`src/rtl/calc_pkg.sv`:
```
// calc_pkg: shared definitions for the calculator sequencer.
// - W_DEF      : default datapath width (two's complement).
// - OP_*       : request opcodes; 001..101 double as ALU control codes.
// - state_e    : sequencer state encoding.
package calc_pkg;

    localparam int unsigned W_DEF = 12;

    localparam logic [2:0] OP_CLEAR = 3'b000;
    localparam logic [2:0] OP_ADD   = 3'b001;
    localparam logic [2:0] OP_SUB   = 3'b010;
    localparam logic [2:0] OP_AND   = 3'b011;
    localparam logic [2:0] OP_OR    = 3'b100;
    localparam logic [2:0] OP_PASS  = 3'b101;
    localparam logic [2:0] OP_LOAD  = 3'b110;
    localparam logic [2:0] OP_RSVD  = 3'b111;

    typedef enum logic [1:0] {
        StIdle = 2'd0,
        StExec = 2'd1,
        StResp = 2'd2
    } state_e;

endpackage

```
`src/rtl/calc_flags.sv`:
```
// calc_flags: combinational result flags for the sequencer.
// Ports:
//   a_sign_i  sign of the accumulator operand
//   b_sign_i  sign of the request operand
//   result_i  new accumulator value
//   op_i      opcode being executed
//   zero_o    result == 0
//   neg_o     result sign bit
//   ovf_o     signed overflow, ADD/SUB only
module calc_flags
    import calc_pkg::*;
#(
    parameter int unsigned W = W_DEF
) (
    input  logic         a_sign_i,
    input  logic         b_sign_i,
    input  logic [W-1:0] result_i,
    input  logic [2:0]   op_i,
    output logic         zero_o,
    output logic         neg_o,
    output logic         ovf_o
);

    logic r_sign;

    assign r_sign = result_i[W-1];
    assign zero_o = (result_i == '0);
    assign neg_o  = r_sign;

    always_comb begin
        ovf_o = 1'b0;
        unique case (op_i)
            OP_ADD:  ovf_o = (a_sign_i == b_sign_i) && (r_sign != a_sign_i);
            OP_SUB:  ovf_o = (a_sign_i != b_sign_i) && (r_sign != a_sign_i);
            default: ovf_o = 1'b0;
        endcase
    end

endmodule

```
`src/rtl/calc_seq.sv`:
```
// calc_seq: accumulator sequencer in front of a combinational ALU.
// Takes one request at a time (REQ_*), runs it for exactly one EXEC cycle through the
// external ALU (or bypasses it for CLEAR/LOAD), stores the result in ACC and returns it
// with zero/neg/overflow flags on the response handshake (RSP_*).
// Ports:
//   CLK, RST                  clock, synchronous active-high reset
//   REQ_VALID/READY/OP/OPND   request handshake, opcode and operand
//   RSP_VALID/READY           response handshake
//   RSP_RESULT/ZERO/NEG/OVF   registered response data and flags
//   ERR                       sticky overflow, cleared by CLEAR or reset
//   ACC                       current accumulator
//   ALU_A/ALU_B/ALU_CTRL      drive the external ALU
//   ALU_RESULT                external ALU result
module calc_seq
    import calc_pkg::*;
#(
    parameter int unsigned W = W_DEF
) (
    input  logic         CLK,
    input  logic         RST,
    input  logic         REQ_VALID,
    output logic         REQ_READY,
    input  logic [2:0]   REQ_OP,
    input  logic [W-1:0] REQ_OPND,
    output logic         RSP_VALID,
    input  logic         RSP_READY,
    output logic [W-1:0] RSP_RESULT,
    output logic         RSP_ZERO,
    output logic         RSP_NEG,
    output logic         RSP_OVF,
    output logic         ERR,
    output logic [W-1:0] ACC,
    output logic [W-1:0] ALU_A,
    output logic [W-1:0] ALU_B,
    output logic [2:0]   ALU_CTRL,
    input  logic [W-1:0] ALU_RESULT
);

    state_e         state_q, state_d;
    logic [2:0]     op_q, op_d;
    logic [W-1:0]   opnd_q, opnd_d;
    logic [W-1:0]   acc_q, acc_d;
    logic           err_q, err_d;
    logic [W-1:0]   result_q, result_d;
    logic           zero_q, zero_d;
    logic           neg_q, neg_d;
    logic           ovf_q, ovf_d;

    logic           uses_alu;
    logic [W-1:0]   exec_result;
    logic           f_zero, f_neg, f_ovf;

    // Reserved opcode rides through the ALU as PASS.
    assign uses_alu = (op_q >= OP_ADD) && (op_q <= OP_PASS);

    always_comb begin
        unique case (op_q)
            OP_CLEAR: exec_result = '0;
            OP_LOAD:  exec_result = opnd_q;
            default:  exec_result = ALU_RESULT;
        endcase
    end

    calc_flags #(
        .W (W)
    ) u_flags (
        .a_sign_i (acc_q[W-1]),
        .b_sign_i (opnd_q[W-1]),
        .result_i (exec_result),
        .op_i     (op_q),
        .zero_o   (f_zero),
        .neg_o    (f_neg),
        .ovf_o    (f_ovf)
    );

    // ALU sees ACC as a PASS operation whenever it is not doing real work.
    always_comb begin
        ALU_A    = acc_q;
        ALU_B    = '0;
        ALU_CTRL = OP_PASS;
        if (state_q == StExec && uses_alu) begin
            ALU_B    = opnd_q;
            ALU_CTRL = op_q;
        end
    end

    always_comb begin
        state_d  = state_q;
        op_d     = op_q;
        opnd_d   = opnd_q;
        acc_d    = acc_q;
        err_d    = err_q;
        result_d = result_q;
        zero_d   = zero_q;
        neg_d    = neg_q;
        ovf_d    = ovf_q;
        unique case (state_q)
            StIdle: begin
                if (REQ_VALID) begin
                    op_d    = REQ_OP;
                    opnd_d  = REQ_OPND;
                    state_d = StExec;
                end
            end
            StExec: begin
                acc_d    = exec_result;
                result_d = exec_result;
                zero_d   = f_zero;
                neg_d    = f_neg;
                ovf_d    = f_ovf;
                err_d    = (op_q == OP_CLEAR) ? 1'b0 : (err_q | f_ovf);
                state_d  = StResp;
            end
            StResp: begin
                if (RSP_READY) begin
                    state_d = StIdle;
                end
            end
            default: state_d = StIdle;
        endcase
    end

    always_ff @(posedge CLK) begin
        if (RST) begin
            state_q  <= StIdle;
            op_q     <= OP_CLEAR;
            opnd_q   <= '0;
            acc_q    <= '0;
            err_q    <= 1'b0;
            result_q <= '0;
            zero_q   <= 1'b0;
            neg_q    <= 1'b0;
            ovf_q    <= 1'b0;
        end else begin
            state_q  <= state_d;
            op_q     <= op_d;
            opnd_q   <= opnd_d;
            acc_q    <= acc_d;
            err_q    <= err_d;
            result_q <= result_d;
            zero_q   <= zero_d;
            neg_q    <= neg_d;
            ovf_q    <= ovf_d;
        end
    end

    assign REQ_READY  = (state_q == StIdle);
    assign RSP_VALID  = (state_q == StResp);
    assign RSP_RESULT = result_q;
    assign RSP_ZERO   = zero_q;
    assign RSP_NEG    = neg_q;
    assign RSP_OVF    = ovf_q;
    assign ERR        = err_q;
    assign ACC        = acc_q;

endmodule

```
`config.mk`:
```
export PLATFORM = sky130hd
export DESIGN_NAME = calc_seq
export DESIGN_NICKNAME = d
export VERILOG_FILES = /design/src/rtl/calc_pkg.sv /design/src/rtl/calc_flags.sv /design/src/rtl/calc_seq.sv
export SDC_FILE = /design/constraint.sdc
export NUM_CORES = 1
export LEC_CHECK = 0
export BUFFER_PORTS_ARGS = -buffer_cell sky130_fd_sc_hd__buf_2
export CORE_MARGIN = 3
export CORE_UTILIZATION = 46
export DETAILED_ROUTE_END_ITERATION = 16
export HOLD_SLACK_MARGIN = 0.08
export PLACE_DENSITY = 0.87
export SLEW_MARGIN = 25
export SYNTH_ARGS = -nofsm -noshare
export SYNTH_HDL_FRONTEND = slang
export SYNTH_HIERARCHICAL = 1
export SYNTH_SLANG_ARGS = --single-unit
```
`constraint.sdc`:
```
create_clock -name CLK -period 2.6 [get_ports CLK]
set_input_delay 0.26 -clock CLK [delete_from_list [all_inputs] [get_ports CLK]]
set_output_delay 0.26 -clock CLK [all_outputs]
set_load 0.01 [all_outputs]
```
==> qor.yml <==
run_status: "complete, no violations"
antenna_cells_inserted: 0
io-pin-count: 88
fp.dieW_um: 69.4
timing.reg2reg.worst_path_depth: 7
numCtsBuffers: 5
design.final.nets: 301
synth.distinct_cells: 28
vias_per_cell: 5.38
finalCritPeriodShare_pct: 84.5
final_max_slew_viol_count: 0
timing.final.setup_violations: 0
setup_total_negative_slack_ps: 0
grt_start_max_net_pins: 34
antenna_violations_before_repair: 0
largest_delay_share_family_worst_path: "compound AO/OA/AOI/OAI gates"
sequentialPowerShare_pct: 46.4
postCtsSetupRepairBufs: 0
cellLeakagePower_nw: 1.08
tritoncts_sinks: 33
worst_clock_skew_ps: 3.95
power_switching_w: 0.000358
drt_pre_antenna_iters: 5
setup.worst_path.end: "ALU_B[2]"
clock_tree_buf_depth: 2
max_cap_violations: 0
clk_pin_slew_ps: 60
syn-num-nets: 245
slew_headroom_pct: 55.0
synth_instances: 214
clock-root-buffer: "sky130_fd_sc_hd__clkbuf_8"
cp_num_buf_inv: 1
dieArea_um2: 4820
avgSynthCellArea_um2: 8.65
pwr_density_cell_nw_per_um2: 570
slowest_cell_on_the_critical_path: "sky130_fd_sc_hd__a211oi_2"
share_of_post_route_cells_with_drive_strength_above_1_pct: 39.9
numPlacedInstances: 311
mostFrequentLayoutCell: "sky130_fd_sc_hd__buf_2"
critical_path.reg2reg.startpoint: "op_q[2]$_SDFFE_PP0P_"
place_hpwl_mm: 3.34
holdCritPathClass: "input pin to register"
worstSkewPairLatency_ps: 290
cp_data_required_time_ps: 2340
clock_tree.htree_level_count: 2
power_switching_share_pct: 28.6
yosys_warnings: 6
synth.top_cell.area_share_pct: 35.7
synth-seq-cells: 33
detail_route.iter0.violations: 99
fmaxAchievable_mhz: 455
core_area_um2: 3770
die_height_um: 69.4
crit-reg2reg-capture: "ERR$_SDFFE_PP0N_"
reg2reg_slack_ps: 710
worst_slew_pin_slew_ps: 673
route.detailed.drc: 0
crit_path_end_kind: "output pin"
rows: 22
critical_path_peak_fanout: 20
gr-usage-all-layers_pct: 18.9
global_route.overflow_total: 0
first_global_vias: 1534
rsz0062_at_grt: "false"
worst_ir_drop_vdd_mv: 0.411
flow.area_growth_from_synthesis_pct: 18.4
worst_setup_path_start: "op_q[1]$_SDFFE_PP0P_"
clock_power_share_pct: 33.5
path_class: "register to output pin"
netlist_area_um2: 1850
finalWirelength_mm: 4.53
tritoncts_clock_tree: "built"
grt_first_pass_wirelength_mm: 7.32
worst-path-stages: 4
yosys-top-cells-area: "sky130_fd_sc_hd__dfxtp_1 36%, sky130_fd_sc_hd__buf_4 12%, sky130_fd_sc_hd__mux2i_1 9.2%, sky130_fd_sc_hd__nor2_1 5.9%, sky130_fd_sc_hd__a311oi_1 5.7%"
share_comb_of_total_power_pct: 20.2
cpPeakStageDelay_ps: 600
cp-start-kind: "register"
commonest_cells_after_routing_fill_and_taps_aside: "87 x sky130_fd_sc_hd__buf_2, 32 x sky130_fd_sc_hd__dfxtp_1, 29 x sky130_fd_sc_hd__nor2_1"
timing.final.hold_violations: 0
wl_per_cell_um: 14.2
finish.cell_count_without_fillers: 319
numPortBuffers: 87
arrival_ps: 1940
crit_path_cell_trace: "nor3_2, a211oi_2, and2_1, buf_2"
synth_sequential_area_ratio_pct: 35.7
min_period_ps: 2200
internal-power_w: 0.000892
route.antenna.remaining_nets: 0
synth_area_leader_cell: "sky130_fd_sc_hd__dfxtp_1"
initial_core_util_pct: 49.1
dr_total_vias: 1717
routabilityCongestion: 0.819
count_of_filler_cells_inserted_in_the_layout: 355
==> tightest hold or removal path, cell delays in order <==
cell and delay, ps:
sky130_fd_sc_hd__buf_2 70, sky130_fd_sc_hd__mux2i_1 50, sky130_fd_sc_hd__nor2_1 70
==> cell type report <==
| class | instances | area, µm² | share of cell area, % |
|---|---|---|---|
| Timing Repair Buffer | 90 | 458 | 20.9 |
| Clock inverter | 1 | 5.00 | 0.228 |
| Clock buffer | 7 | 96.3 | 4.39 |
| Multi-Input combinational cell | 140 | 911 | 41.6 |
| Tap cell | 48 | 60.1 | 2.74 |
| Sequential cell | 33 | 662 | 30.2 |
==> flip-flops by register name, summed over array words and instances, names as in the netlist <==
name,cells
ERR,1
RSP_NEG,1
RSP_OVF,1
RSP_RESULT,12
RSP_ZERO,1
op_q,3
opnd_q,12
state_q,2
==> power by group through the flow <==
stage | Combinational [W] | Clock, W | Sequential (W)
CTS | 0.000253 | 0.000423 | 0.000579
detailed placement | 0.000251 | 0 | 0.000590
finish | 0.000252 | 0.000419 | 0.000580
global placement | 0.000247 | 0 | 0.000588
global route | 0.000280 | 0.000442 | 0.000586
floorplan | 0.000204 | 0 | 0.000583
==> stage by stage <==
| stage | setup WS (ps) | utilization, % | power, W | cell area (µm²) | hold WS [ps] |
|---|---|---|---|---|---|
| floorplan | 812 | - | 0.000787 | 1850 | 407 |
| global placement | 542 | 55.4 | 0.000835 | 2090 | 441 |
| detailed placement | 458 | 55.4 | 0.000841 | 2090 | 448 |
| CTS | 125 | 58.1 | 0.00125 | 2190 | 207 |
| global route | 237 | 58.1 | 0.00131 | 2190 | 221 |
| finish | 403 | 58.1 | 0.00125 | 2190 | 207 |
==> cell usage after synthesis <==
| cell type | number |
|---|---|
| sky130_fd_sc_hd__a32o_1 | 1 |
| sky130_fd_sc_hd__nor4_1 | 3 |
| sky130_fd_sc_hd__and2b_4 | 2 |
| sky130_fd_sc_hd__clkbuf_1 | 5 |
| sky130_fd_sc_hd__buf_2 | 5 |
| sky130_fd_sc_hd__a32oi_1 | 12 |
| sky130_fd_sc_hd__or2b_1 | 1 |
| sky130_fd_sc_hd__nor2_1 | 29 |
| sky130_fd_sc_hd__dfxtp_1 | 33 |
| sky130_fd_sc_hd__or3_2 | 1 |
| sky130_fd_sc_hd__a311oi_1 | 12 |
| sky130_fd_sc_hd__mux2i_1 | 17 |
| sky130_fd_sc_hd__nor2b_4 | 1 |
| sky130_fd_sc_hd__nand2_1 | 18 |
| sky130_fd_sc_hd__a211oi_2 | 1 |
| sky130_fd_sc_hd__a21oi_1 | 5 |
| sky130_fd_sc_hd__buf_4 | 29 |
| sky130_fd_sc_hd__buf_6 | 1 |
| sky130_fd_sc_hd__and3_1 | 1 |
| sky130_fd_sc_hd__nor3_2 | 1 |
| sky130_fd_sc_hd__o21ai_0 | 12 |
| sky130_fd_sc_hd__and2_1 | 13 |
| sky130_fd_sc_hd__nand2b_4 | 1 |
| sky130_fd_sc_hd__nor3b_1 | 2 |
| sky130_fd_sc_hd__nor2b_1 | 3 |
| sky130_fd_sc_hd__nand2b_1 | 3 |
| sky130_fd_sc_hd__a211oi_1 | 1 |
| sky130_fd_sc_hd__buf_8 | 1 |
==> metal layers <==
metal	up-vias	GRT usage, %	part of all wire, %
met3	11	5.07	9.3
li1	851	-	-
met1	767	25.2	44
met2	88	28.5	44
met5	-	0	0
met4	0	8.24	1.8
==> worst min-delay path by stage <==
stage | to | slack, ps | startpoint | depth (start not counted)
3_3_place_gp | RSP_OVF$_SDFFE_PP0N_ | 440 | RSP_OVF$_SDFFE_PP0N_ | 2
5_1_grt | opnd_q[1]$_SDFFE_PP0P_ | 220 | REQ_OPND[1] | 3
6_report | opnd_q[1]$_SDFFE_PP0P_ | 210 | REQ_OPND[1] | 3
3_5_place_dp | RSP_ZERO$_SDFFE_PP0N_ | 450 | RSP_ZERO$_SDFFE_PP0N_ | 2
4_1_cts | opnd_q[4]$_SDFFE_PP0P_ | 210 | REQ_OPND[4] | 3
2_1_floorplan | op_q[0]$_SDFFE_PP0P_ | 410 | REQ_OP[0] | 2
==> cells by family (layout without fill, tap and decap cells) <==
group                  count (synthesis)  in the layout  synth area share, %
and+or+nand+nor                       79             79                 22.0
DFF                                   33             33                 35.7
AOI/OAI and AO/OA                     44             44                 17.6
buffers and inverters                 41             98                 15.5
muxes                                 17             17                 9.19
==> repair_timing <==
item	in CTS	in global routing
hold buffers	0	0
endpoints found under the setup margin	0	13
gates resized for setup	0	1
Note: power is estimated with default switching activity, not from simulation.
